<file path="src/rtl/q_state_pkg.sv">
// Shared types for the q_state_output write path.
package q_state_pkg;

  localparam int Q_OUT_DATA_W = 128;

  typedef enum logic [1:0] {
    IDLE  = 2'd0,
    WRITE = 2'd1,
    DONE  = 2'd2
  } wr_state_e;

  typedef struct packed {
    logic [63:0] re;
    logic [63:0] im;
  } cplx_t;

endpackage

</file>
<file path="src/rtl/q_out_addr_gen.sv">
// Address generator: latched base plus running index, with a countdown of words still owed.
module q_out_addr_gen
  import q_state_pkg::*;
#(
  parameter int ADDR_W = 12,
  parameter int CNT_W  = 16
) (
  input  logic              clk,
  input  logic              reset,
  input  logic              load,
  input  logic              clear,
  input  logic              step,
  input  logic [ADDR_W-1:0] base_in,
  input  logic [CNT_W-1:0]  count_in,
  output logic [ADDR_W-1:0] addr,
  output logic              last,
  output logic              empty
);

  logic [ADDR_W-1:0] base;
  logic [ADDR_W-1:0] idx;
  logic [CNT_W-1:0]  remaining;

  // Base/count are captured only on load, so they stay fixed for the whole job.
  always_ff @(posedge clk or posedge reset) begin
    if (reset) begin
      base      <= '0;
      idx       <= '0;
      remaining <= '0;
    end else if (clear) begin
      idx       <= '0;
      remaining <= '0;
    end else if (load) begin
      base      <= base_in;
      idx       <= '0;
      remaining <= count_in;
    end else if (step && (remaining != '0)) begin
      idx       <= idx + ADDR_W'(1);
      remaining <= remaining - CNT_W'(1);
    end
  end

  // The sum truncates to ADDR_W bits, which gives the silent address wrap.
  assign addr  = base + idx;
  assign last  = (remaining == CNT_W'(1));
  assign empty = (remaining == '0);

endmodule

</file>
<file path="src/rtl/q_state_output_writer.sv">
// Write-side engine for the q_state_output SRAM: packs complex results and streams them to memory.
module q_state_output_writer
  import q_state_pkg::*;
#(
  parameter int ADDR_W = 12,
  parameter int DATA_W = Q_OUT_DATA_W,
  parameter int HALF_W = 64,
  parameter int CNT_W  = 16
) (
  input  logic              clk,
  input  logic              reset,
  input  logic              start,
  input  logic [ADDR_W-1:0] base_addr,
  input  logic [CNT_W-1:0]  word_count,
  input  logic              flush,
  input  logic              in_valid,
  output logic              in_ready,
  input  logic [HALF_W-1:0] in_real,
  input  logic [HALF_W-1:0] in_imag,
  output logic              busy,
  output logic              done,
  output logic              sram_write_enable,
  output logic [ADDR_W-1:0] sram_write_address,
  output logic [DATA_W-1:0] sram_write_data
);

  wr_state_e         state;
  wr_state_e         state_next;
  logic              accept;
  logic              load;
  logic [ADDR_W-1:0] gen_addr;
  logic              gen_last;
  logic              gen_empty;
  cplx_t             word_in;

  assign in_ready = (state == WRITE) && !gen_empty;
  assign accept   = in_valid && in_ready;
  assign load     = start && (state == IDLE) && !flush;
  assign word_in  = '{re: in_real, im: in_imag};

  q_out_addr_gen #(
    .ADDR_W (ADDR_W),
    .CNT_W  (CNT_W)
  ) u_addr_gen (
    .clk      (clk),
    .reset    (reset),
    .load     (load),
    .clear    (flush),
    .step     (accept),
    .base_in  (base_addr),
    .count_in (word_count),
    .addr     (gen_addr),
    .last     (gen_last),
    .empty    (gen_empty)
  );

  // State register.
  always_ff @(posedge clk or posedge reset) begin
    if (reset) begin
      state <= IDLE;
    end else begin
      state <= state_next;
    end
  end

  // Next-state logic; flush overrides everything, including a coincident start.
  always_comb begin
    state_next = state;
    if (flush) begin
      state_next = IDLE;
    end else begin
      case (state)
        IDLE: begin
          if (start) begin
            state_next = (word_count != '0) ? WRITE : DONE;
          end
        end
        WRITE: begin
          if (accept && gen_last) begin
            state_next = DONE;
          end
        end
        DONE: begin
          state_next = IDLE;
        end
        default: begin
          state_next = IDLE;
        end
      endcase
    end
  end

  assign busy = (state == WRITE) || (state == DONE);
  assign done = (state == DONE);

  // One-cycle write register: an accepted word becomes an SRAM write at the next edge.
  always_ff @(posedge clk or posedge reset) begin
    if (reset) begin
      sram_write_enable  <= 1'b0;
      sram_write_address <= '0;
      sram_write_data    <= '0;
    end else begin
      sram_write_enable <= accept;
      if (accept) begin
        sram_write_address <= gen_addr;
        sram_write_data    <= DATA_W'(word_in);
      end
    end
  end

endmodule

</file>
<file path="config.mk">
export PLATFORM = sky130hd
export DESIGN_NAME = q_state_output_writer
export DESIGN_NICKNAME = d
export VERILOG_FILES = /design/src/rtl/q_state_pkg.sv /design/src/rtl/q_out_addr_gen.sv /design/src/rtl/q_state_output_writer.sv
export SDC_FILE = /design/constraint.sdc
export NUM_CORES = 1
export LEC_CHECK = 0
export CORE_MARGIN = 2
export CORE_UTILIZATION = 47
export DETAILED_ROUTE_END_ITERATION = 8
export GPL_ROUTABILITY_DRIVEN = 0
export PLACE_DENSITY = 0.85
export REMOVE_ABC_BUFFERS = 1
export SYNTH_ARGS = -nofsm -noshare
export SYNTH_HDL_FRONTEND = slang
export SYNTH_SLANG_ARGS = --single-unit
export TNS_END_PERCENT = 50
</file>
<file path="constraint.sdc">
create_clock -name clk -period 11.1 [get_ports clk]
set_input_delay 1.665 -clock clk [delete_from_list [all_inputs] [get_ports clk]]
set_output_delay 1.665 -clock clk [all_outputs]
set_load 0.005 [all_outputs]
</file>
# ---- Yosys cells after proc, flatten, opt, wreduce, memory -nomap -nowiden
# Index checks and enable logic that the tools add are counted.
dict set report totals {
  input_bits 161
  out_inout_bits 144
  regBits 183
}
dict set report classes {
  muxes 11
  addsub 3
  eq_ne 5
  reduce_logical 16
  bitwise_logic 1
}
# cell count
set ops {}
lappend ops {{16-bit two-way mux} 3}
lappend ops {{12-bit two-way mux} 3}
lappend ops {{16-bit nonzero test} 2}
lappend ops {{16-bit by 1-bit == test with 1-bit output, second input constant} 1}
lappend ops {{16-bit zero test} 1}
lappend ops {{16-bit by 1-bit subtractor with 16-bit output, second input constant} 1}
lappend ops {{12-bit by 1-bit adder with 12-bit output, second input constant} 1}
lappend ops {{12-bit adder} 1}
lappend ops {{2-bit two-way mux} 4}
lappend ops {{1-bit logical AND} 6}
lappend ops {{2-bit one-hot mux with 2 select lines} 1}
lappend ops {{2-bit AND reduction} 2}
lappend ops {{3-bit by 2-bit inequality test with 1-bit output, second input constant} 1}
lappend ops {{3-bit inequality test, second input constant} 1}
lappend ops {{3-bit nonzero test} 1}
lappend ops {{2-bit by 1-bit == test with 1-bit output, second input constant} 1}
lappend ops {{2-bit == test, second input constant} 1}
lappend ops {{1-bit zero test} 2}
lappend ops {{2-bit zero test} 1}
lappend ops {{1-bit logical OR} 1}
lappend ops {{1-bit inverter} 1}

# ---- Longest topological paths before layout
# Gate-level depths: netlist of the first run.
dict set report depth {
  word_depth 8
  mapped_depth 10
}

# ---- Modules after synthesis
# From an unflattened synthesis of the first run, not the netlist that was laid out.
dict set report unflattened {
  hier_cells 601
  hier_area_um2 8436.8
}
# mod area_per_inst_um2 seq_area_each_um2 n_inst cells_each
set modules_own_cells {}
lappend modules_own_cells {q_state_output_writer 5799.3 3578.4 1 324}
lappend modules_own_cells {q_out_addr_gen 2637.5 1001.0 1 277}

# ---- Least setup slack after synthesis of the first run
# OpenSTA, ideal clock, no wires.
dict set report synth_timing {
  path_kind {in2reg}
  start {input flush}
  end {register u_addr_gen.base[10]}
  path_slack_ns 8.165
  path_buffers 2
  arrival_time_ns 2.810
  path_stages 4
  path_cell_list {and3b_1 clkbuf_1 clkbuf_1 mux2_2}
}
dict set report synth_between {
  elab_chain_cells 3
}
# item line_no
set synth_lines {}
lappend synth_lines {{from (decl)} q_state_output_writer.sv:15} ;# input logic flush,
lappend synth_lines {{1-bit zero test} q_state_output_writer.sv:38} ;# assign load = start && (state == IDLE) && !flush;
lappend synth_lines {{1-bit logical AND} q_state_output_writer.sv:38}
lappend synth_lines {{2-bit AND reduction (no source line) (*)} --}
lappend synth_lines {{to (signal assigned)} q_out_addr_gen.sv:34} ;# base <= base_in;
lappend synth_lines {{to (decl)} q_out_addr_gen.sv:20} ;# logic [ADDR_W-1:0] base;
# Mark *: on every way between the ends. The rest lies on a longest branch, timed or not.
# A chain may end at the register's enable or synchronous reset.

# ---- Final worst setup path of the first run
dict set report layout_timing {
  start {input in_valid}
  end {register u_addr_gen.idx[4]}
}
dict set report layout_between {
  elab_chain_cells 3
}
# item line_no
set layout_lines {}
lappend layout_lines {{from (decl)} q_state_output_writer.sv:16} ;# input logic in_valid,
lappend layout_lines {{1-bit logical AND} q_state_output_writer.sv:37} ;# assign accept = in_valid && in_ready;
lappend layout_lines {{1-bit logical AND} q_out_addr_gen.sv:37} ;# end else if (step && (remaining != '0)) begin
lappend layout_lines {{3-bit nonzero test (no source line)} --}
lappend layout_lines {{to (signal assigned)} q_out_addr_gen.sv:38} ;# idx <= idx + ADDR_W'(1);
lappend layout_lines {{to (decl)} q_out_addr_gen.sv:21} ;# logic [ADDR_W-1:0] idx;
# Every way passes these cells.

==> impl_results.md, run 1 <==
* Status: completed
* Predominant post-synthesis flop cell: dfrtp_1
* Internal cell power at 1.89 mW
* Critical path capture point type: flip-flop
* H-tree levels at 4
* Arr. time, crit path at 4.86 ns
* Cell taking the most area after synthesis: dfrtp_1
* Ys async rst share at 100%
* Hold Crit Class: reg -> reg
* Routed Antenna Nets at 0
* Gate Count Post-Synth at 880
* Clock sink count at 183
* Top cells by area, synth: dfrtp_1 57%, nand2_1 20%, ha_1 2.6%, buf_2 1.8%, mux2_2 1.7%
* Total GRT Usage at 25.2%
* Power share of the combinational group at 37.3%
* WL final at 22800 um
* Cell Rows at 47
* Yosys cell types at 54
* Share of cells above drive strength 1 at 5.11%
* Largest net degree at the start of global routing at 107
* Critical Path Max Stage Delay at 0.87 ns
* Crit-path slowest cell: buf_4
* Final core occ at 70.8%
* First-pass GRT wire length at 36100 um
* Via count of the routed design at 7184
* Flop pwr share at 39.9%
* VDD IR-drop max at 122 uV
* Vias/cell at 5.15
* Final Hold Vio Count at 0
* Max Fclk at 219 MHz
* Clock Tree Root: clkbuf_16
* Maxcap violations at 0
* Overall power at 2.72 mW
* Final nets at 1343
* Post-CTS Resized at 0
* Switch Pwr at 0.825 mW
* Die Y at 135 um
* Worst-skew pair later-pin latency at 0.43 ns
* Crit path time final at 4.56 ns
* Vias in the first global route at 7201
* Register area share after synthesis at 56.9%
* TritonCTS clock tree: yes
* Power Density at 231 nW/um^2
* Kind of critical path: in -> reg
* DR pass1 iterations at 5
* Core footprint at 16600 um^2
* Clock Skews at 0.0123 ns
* Sw frac at 30.4%
* DR iter-0 viols at 448
* Crit path cell chain: clkdlybuf4s50_1 > nand2_1 > a41o_4 > inv_4 > buf_4 > nand4_1 > xor2_1 > nor2_1
* Largest delay share family, worst path: buffers and inverters
* WL/cell at 16.3 um
* Nature of the critical path startpoint: input pin
* Layout fillers at 1297
* Worst endpoint required time at 11.39 ns
* DP Wirelength at 16000 um
* Clk buf depth at 2
* Slew @ Worst Pin at 1.05 ns
* Buf+Inv Stages, Crit Path at 3
* Leak at 5.49 nW
* Diode count at 0
* I/O Buffers at 304
* Drt drc at 0
* Mapped Area at 8050 um^2
* Reg clk slew, reported paths at 0.07 ns
* Hold Buf Count CTS at 0
* Tcrit/Tclk final at 41.1%
* Post-synth EDFFs at 0
* Yosys Warn Count at 0
* Initial antenna violation count at 0
* CTS buffer count at 17
* Top-area cell type share of the netlist area at 56.9%
* CP max FO at 102
* RSZ-0062 raised after global routing: no
* Area delta synth->final at 46.3%
* Clock group share of total power at 22.8%
* Seq cells post-synth at 183
* Avg Cell Area, Syn at 9.15 um^2
* Full die area at 18200 um^2
* Remaining Overflow, GRT at 0
* Fin Setup TNS at 0 ns
* Relative slew slack at 30.1%
* Die W at 135 um
* IO Pins at 305
* Cell with the most instances after synthesis: nand2_1
* Synth top cells by count: 424 x nand2_1, 183 x dfrtp_1, 29 x buf_2, 28 x nor2_1, 23 x o21ai_0
* Finish-stage setup viols at 0
* Initial core utilization at 48.4%
* Pins Over Slew Limit at 0
* Post-CTS Repair Setup Buffers at 0
[worst register-to-register path: stages, from the launching register on]
cell and delay [ns]:
dfrtp_1 0.42, inv_1 0.10, ha_1 0.21, nor3b_1 0.44, a41o_4 0.97, inv_4 0.46
buf_4 0.56, nand4_1 0.31, xor2_1 0.16, nor2_1 0.05
[flip-flops by register name, indices dropped and copies added, names as in the netlist]
name and cells:
sram_write_enable 1, u_addr_gen.idx 12, state 2, u_addr_gen.remaining 16
sram_write_data 128, sram_write_address 12, u_addr_gen.base 12
[per-layer routing]
metal | share of wire (%) | track usage [%] | up-vias | wire length [um]
met1 | 39 | 30.9 | 3432 | 8920
met4 | 4.1 | 11.4 | 0 | 930
met3 | 7.0 | 6.19 | 58 | 1600
li1 | - | - | 3418 | -
met5 | 0 | 0 | - | 0
met2 | 50 | 42.3 | 276 | 11300
[path summary, 6_finish.rpt]
check                                         from                     to  slack, ns  cells after the start
setup / recovery                          in_valid      u_addr_gen.idx[4]       6.54                      8
setup reg to reg           u_addr_gen.remaining[0]      u_addr_gen.idx[6]       7.27                      9
hold reg to reg                sram_write_data[80]    sram_write_data[80]       0.47                      2
max in group asynchronous                    reset  sram_write_address[5]       7.75                      3
hold / removal                 sram_write_data[80]    sram_write_data[80]       0.47                      2
min in group asynchronous                    reset   sram_write_data[114]       1.80                      2
[area by class of cell]
type,instances,area (um^2),share of cell area (%)
multi-input combinational,647,3230,27.4
clock inverter,11,149,1.26
sequential,183,4580,38.9
tap,220,275,2.34
inverter,8,37.5,0.319
clock buffer,19,443,3.76
timing repair buffer,307,3070,26.0
[stage by stage]
stage,cell area (um^2),hold slack (ns),setup slack (ns),instances
6_report,11800,0.471,6.54,1395
5_1_grt,11800,0.489,6.26,1395
4_1_cts,11800,0.477,6.57,1395
3_5_place_dp,11200,0.461,6.14,1365
3_3_place_gp,11200,0.456,6.11,1365
2_1_floorplan,7830,0.470,3.96,838
[cell usage in the layout, fill, tap and decap left out, drive strengths merged, types with 5 or more instances in the layout]
| cell type | instances |
|---|---|
| nor3 | 11 |
| a211oi | 8 |
| dfrtp | 183 |
| nand2 | 424 |
| nor2 | 28 |
| clkinv | 6 |
| nand3 | 8 |
| clkdlybuf4s50 | 304 |
| a21oi | 17 |
| clkbuf | 19 |
| o21ai | 23 |
| xnor2 | 11 |
| inv | 10 |
| ha | 17 |
| nor4 | 11 |
| nand4 | 6 |
| xor2 | 14 |
| or3 | 5 |
| mux2 | 12 |
[cell families (layout without fill, tap and decap cells)]
| group | count (synthesis) | in the layout | share of synthesized area [%] |
|---|---|---|---|
| AOI/OAI and AO/OA | 76 | 76 | 6.28 |
| and+or+nand+nor | 516 | 516 | 26.4 |
| adders and majority gates | 18 | 18 | 2.89 |
| buffers and inverters | 50 | 345 | 3.14 |
| DFF | 183 | 183 | 56.9 |
| muxes | 12 | 12 | 1.68 |
| xor gates and xnor gates | 25 | 25 | 2.72 |
[power groups by stage]
stage | clock network, mW | logic, mW | registers (mW)
2_1_floorplan | 0 | 0.319 | 1.10
3_3_place_gp | 0 | 0.986 | 1.08
3_5_place_dp | 0 | 1.02 | 1.09
4_1_cts | 0.627 | 1.02 | 1.08
5_1_grt | 0.661 | 1.11 | 1.11
6_report | 0.619 | 1.01 | 1.08
No activity file was read; power rests on OpenSTA's default activity.
==> inputs of run 2 (changes only) <==
--- a/config.mk
+++ b/config.mk
@@ -6,10 +6,10 @@
 export NUM_CORES = 1
 export LEC_CHECK = 0
 export CORE_MARGIN = 2
-export CORE_UTILIZATION = 47
+export CORE_UTILIZATION = 40
 export DETAILED_ROUTE_END_ITERATION = 8
 export GPL_ROUTABILITY_DRIVEN = 0
-export PLACE_DENSITY = 0.85
+export PLACE_DENSITY = 0.77
 export REMOVE_ABC_BUFFERS = 1
 export SYNTH_ARGS = -nofsm -noshare
 export SYNTH_HDL_FRONTEND = slang
==> constraint.sdc (replaced) <==
create_clock -name clk -period 3.8 [get_ports clk]
set_input_delay 0.57 -clock clk [delete_from_list [all_inputs] [get_ports clk]]
set_output_delay 0.57 -clock clk [all_outputs]
set_load 0.005 [all_outputs]
==> impl_results.md, run 2 (synthesized netlist as in run 1, its figures left out) <==
* Initial antenna violation count at 0
* TritonCTS clock tree: yes
* Final Instance Area at 11900 um^2
* Flop pwr share at 40.4%
* I/O Buffers at 304
* WL/cell at 16.1 um
* Relative slew slack at 43.7%
* Commonest non-fill, non-tap cell in the layout: nand2_1
* Hold Buf Count CTS at 0
* H-tree levels at 4
* Reg-to-reg endpoint: sram_write_data[82]
* Total GRT Usage at 22.1%
* Sw frac at 31.5%
* Hold Slack at 0.473 ns
* Worst-skew pair later-pin latency at 0.43 ns
* DP Wirelength at 16700 um
* Crit path time final at 2.95 ns
* Vias/cell at 4.89
* Power share of the combinational group at 37.6%
* Routed Antenna Nets at 0
* Clk buf depth at 2
* Via count of the routed design at 7082
* Power Density at 661 nW/um^2
* Area delta synth->final at 47.9%
* Worst hold path cell count at 2
* Clock sink count at 183
* Post-CTS Repair Setup Buffers at 0
* Switch Pwr at 2.48 mW
* Clock Tree Root: clkbuf_16
* Die Y at 146 um
* IO Pins at 305
* Kind of critical path: reg -> out
* Worst endpoint required time at 3.23 ns
* Nature of the critical path startpoint: flip-flop
* Full die area at 21300 um^2
* Remaining Overflow, GRT at 0
* Status: completed
* Vias in the first global route at 7173
* Non-Filler Instances at 1448
* Clock Skews at 0.0146 ns
* Hold Crit Class: reg -> reg
* RR Startpoint: u_addr_gen.remaining[0]
* Top flop regs: sram_write_data x128, u_addr_gen.remaining x16
* VDD IR-drop max at 341 uV
* Post-CTS Resized at 0
* Maxcap violations at 0
* DR iter-0 viols at 460
* Max FFs per register at 128
* Tcrit/Tclk final at 77.6%
* Worst reg2reg setup slack at 1.15 ns
* Share of cells above drive strength 1 at 5.83%
* Critical path capture point type: output pin
* Final Hold Vio Count at 0
* Final worst slack at 0.853 ns
* Slew @ Worst Pin at 0.844 ns
* Worst reg2reg path depth at 7
* Reg clk slew, reported paths at 0.06 ns
* Final nets at 1349
* Hold Path Origin: sram_write_data[103]
* Diode count at 0
* Internal cell power at 5.39 mW
* Commonest non-fill, non-tap cells in the layout: 424 x nand2_1, 304 x clkdlybuf4s50_1, 183 x dfrtp_1, 28 x nor2_1, 23 x o21ai_0
* Finish-stage setup viols at 0
* Core footprint at 19600 um^2
* Biggest register: sram_write_data
* Clock group share of total power at 22.1%
* Max Fclk at 339 MHz
* Pre-CTS setup slack at 1.02 ns
* CP max FO at 5
* Drt drc at 0
* Placed Area at 11300 um^2
* RSZ-0062 raised after global routing: no
* WL final at 23300 um
* Hold Path End: sram_write_data[103]
* Fin Setup TNS at 0 ns
* DR pass1 iterations at 5
* CTS buffer count at 17
* Leak at 5.52 nW
* Placed instance count at 1416
* Die W at 146 um
* First-pass GRT wire length at 37900 um
* Cell Rows at 51
* Largest net degree at the start of global routing at 79
* Arr. time, crit path at 2.38 ns
* Pins Over Slew Limit at 0
* Initial core utilization at 41.1%
run 2: changes by cell type in the layout (fill, tap and decap cells not counted), sizes merged:
cell / previous run / this run
buf: 3 / 9
inv: 10 / 15
bufinv: 3 / 0
clkinv: 6 / 3
clkinvlp: 0 / 3
run 2: worst max-delay path, cell delays in order (launching register included):
cell             delay [ns]
dfrtp_1                0.43
inv_1                  0.10
ha_1                   0.21
nor3b_1                0.42
nand2_1                0.16
o21a_1                 0.23
clkdlybuf4s50_1        0.44
run 2: final cells by class:
class                           count  area, um^2
Clock buffer                       19         453
Clock inverter                     13         130
Fill cell                        1669        7680
Inverter                            8        37.5
Multi-Input combinational cell    647        3230
Sequential cell                   183        4580
Tap cell                          265         332
Timing Repair Buffer              313        3150
run 2: power by group through the flow:
| stage | Combinational, mW | Clock, mW | Sequential [mW] |
|---|---|---|---|
| 6_report | 2.96 | 1.74 | 3.18 |
| 5_1_grt | 3.23 | 1.85 | 3.28 |
| 4_1_cts | 2.99 | 1.77 | 3.18 |
| 3_5_place_dp | 2.97 | 0 | 3.20 |
| 3_3_place_gp | 2.92 | 0 | 3.17 |
| 2_1_floorplan | 0.932 | 0 | 3.22 |
run 2: worst max path at each step:
stage	startpoint	end	slack [ns]	depth (start not counted)
final	u_addr_gen.remaining[0]	in_ready	0.85	6
after global routing	u_addr_gen.remaining[0]	in_ready	0.67	6
after CTS	u_addr_gen.remaining[0]	in_ready	0.86	6
after detailed placement	in_valid	sram_write_data[31]	1.02	7
after global placement	in_valid	sram_write_data[65]	1.08	7
after floorplan	u_addr_gen.remaining[0]	u_addr_gen.idx[6]	-2.55	8
run 2: metal layers:
layer / track usage (%) / up-vias / share of wire, %
li1: - / 3427 / -
met3: 6.11 / 36 / 7.1
met2: 37.0 / 253 / 50
met1: 27.5 / 3366 / 40
met5: 0 / - / 0
met4: 7.94 / 0 / 2.6
run 2: metrics by stage:
| step | total power [mW] | util, % |
|---|---|---|
| global route | 8.37 | 60.8 |
| CTS | 7.94 | 60.8 |
| finish | 7.87 | 60.8 |
| global placement | 6.09 | 57.8 |
| floorplan | 4.15 | - |
| detailed placement | 6.17 | 57.8 |
==> inputs of run 3 (changes only) <==
--- a/config.mk
+++ b/config.mk
@@ -6,10 +6,10 @@
 export NUM_CORES = 1
 export LEC_CHECK = 0
 export CORE_MARGIN = 2
-export CORE_UTILIZATION = 40
+export CORE_UTILIZATION = 44
 export DETAILED_ROUTE_END_ITERATION = 8
 export GPL_ROUTABILITY_DRIVEN = 0
-export PLACE_DENSITY = 0.77
+export PLACE_DENSITY = 0.8
 export REMOVE_ABC_BUFFERS = 1
 export SYNTH_ARGS = -nofsm -noshare
 export SYNTH_HDL_FRONTEND = slang
==> constraint.sdc (replaced) <==
create_clock -name clk -period 3.1 [get_ports clk]
set_input_delay 0.465 -clock clk [delete_from_list [all_inputs] [get_ports clk]]
set_output_delay 0.465 -clock clk [all_outputs]
set_load 0.005 [all_outputs]
==> impl_results.md, run 3 (synthesized netlist as in run 1, its figures left out) <==
* Status: completed
* RR Startpoint: u_addr_gen.remaining[0]
* Worst reg2reg setup slack at 0.60 ns
* Worst endpoint required time at 2.63 ns
* Top flop regs: sram_write_data x128, u_addr_gen.remaining x16
* CP max FO at 5
* DR iter-0 viols at 402
* Power Density at 822 nW/um^2
* Worst-skew pair later-pin latency at 0.43 ns
* Placed instance count at 1382
* IO Pins at 305
* I/O Buffers at 304
* Vias/cell at 5.02
* Remaining Overflow, GRT at 0
* Crit path time final at 2.85 ns
* DR pass1 iterations at 4
* Worst reg2reg path depth at 8
* Total GRT Usage at 23.5%
* Overall power at 9.81 mW
* Critical path capture point type: output pin
* Reg-to-reg endpoint: sram_write_data[57]
* Pre-CTS setup slack at 0.604 ns
* Slew @ Worst Pin at 0.568 ns
* Initial core utilization at 44.8%
* Fin Setup TNS at 0 ns
* Clock group share of total power at 23.5%
* Post-CTS Resized at 0
* Drt drc at 0
* Die W at 139 um
* Full die area at 19400 um^2
* Clock Tree Root: clkbuf_16
* Kind of critical path: reg -> out
* Hold Slack at 0.463 ns
* Non-Filler Instances at 1413
* Share of cells above drive strength 1 at 5.91%
* Internal cell power at 6.87 mW
* Clock Skews at 0.0164 ns
* Pins Over Slew Limit at 0
* Final Instance Area at 11900 um^2
* CTS buffer count at 17
* Max Fclk at 351 MHz
* Via count of the routed design at 7091
* Initial antenna violation count at 0
* Biggest register: sram_write_data
* Leak at 5.56 nW
* Vias in the first global route at 7252
* Final worst slack at 0.251 ns
* VDD IR-drop max at 586 uV
* Clock sink count at 183
* Hold Buf Count CTS at 0
* Routed Antenna Nets at 0
* Cell Rows at 49
* Die Y at 139 um
* Power share of the combinational group at 36.9%
* Maxcap violations at 0
* WL final at 22500 um
* Tcrit/Tclk final at 91.9%
* TritonCTS clock tree: yes
* DP Wirelength at 16200 um
* Worst setup startpoint: u_addr_gen.remaining[0]
* Final nets at 1351
* Placed Area at 11300 um^2
* Final Hold Vio Count at 0
* Final core occ at 66.4%
* Switch Pwr at 2.94 mW
* First-pass GRT wire length at 36700 um
* Relative slew slack at 62.1%
* H-tree levels at 4
* Finish-stage setup viols at 0
* Arr. time, crit path at 2.38 ns
* Post-CTS Repair Setup Buffers at 0
* RSZ-0062 raised after global routing: no
* Max FFs per register at 128
* Core footprint at 18000 um^2
* WL/cell at 15.9 um
* Sw frac at 30.0%
* Area delta synth->final at 48.2%
* Flop pwr share at 39.5%
* Commonest non-fill, non-tap cell in the layout: nand2_1
* Reg clk slew, reported paths at 0.07 ns
* Commonest non-fill, non-tap cells in the layout: 424 x nand2_1, 304 x clkdlybuf4s50_1, 183 x dfrtp_1, 28 x nor2_1, 23 x o21ai_0
* Hold Crit Class: in -> async
* Largest net degree at the start of global routing at 95
* Nature of the critical path startpoint: flip-flop
* Diode count at 0
* Clk buf depth at 2
## run 3: cell count changes in the layout (fill, tap and decap cells not counted), sizes merged
cell / previous run / this run
clkinvlp: 3 / 2
buf: 9 / 11
bufinv: 0 / 4
inv: 15 / 13
clkbuf: 19 / 17
## run 3: final cells by class
cell class | count | area (um^2)
Multi-Input combinational cell | 647 | 3230
Clock inverter | 14 | 196
Timing Repair Buffer | 315 | 3180
Tap cell | 229 | 287
Inverter | 8 | 37.5
Sequential cell | 183 | 4580
Fill cell | 1474 | 6030
Clock buffer | 17 | 425
## run 3: how the worst max path moves through the flow
stage                               end  cells after the start
global route                   in_ready                      6
global placement    sram_write_data[57]                      7
finish                         in_ready                      6
CTS                            in_ready                      6
detailed placement  sram_write_data[57]                      7
floorplan             u_addr_gen.idx[6]                      8
## run 3: routing by layer
metal | vias up | global-route usage, % | share of wire (%)
met3 | 61 | 6.81 | 6.5
met5 | - | 0 | 0
met2 | 258 | 38.8 | 48
met4 | 0 | 10.2 | 4.2
met1 | 3346 | 29.0 | 41
li1 | 3426 | - | -
## run 3: worst max-delay path, stage by stage (launching register included)
cell             delay [ns]
dfrtp_1                0.43
inv_1                  0.09
ha_1                   0.21
nor3b_1                0.40
nand2_1                0.17
o21a_1                 0.22
clkdlybuf4s50_1        0.44
## run 3: power by group through the flow
stage | clock network (mW) | logic [mW] | registers, mW
finish | 2.31 | 3.62 | 3.88
global route | 2.45 | 3.96 | 4.01
CTS | 2.35 | 3.67 | 3.88
detailed placement | 0 | 3.64 | 3.91
global placement | 0 | 3.57 | 3.87
floorplan | 0 | 1.14 | 3.94
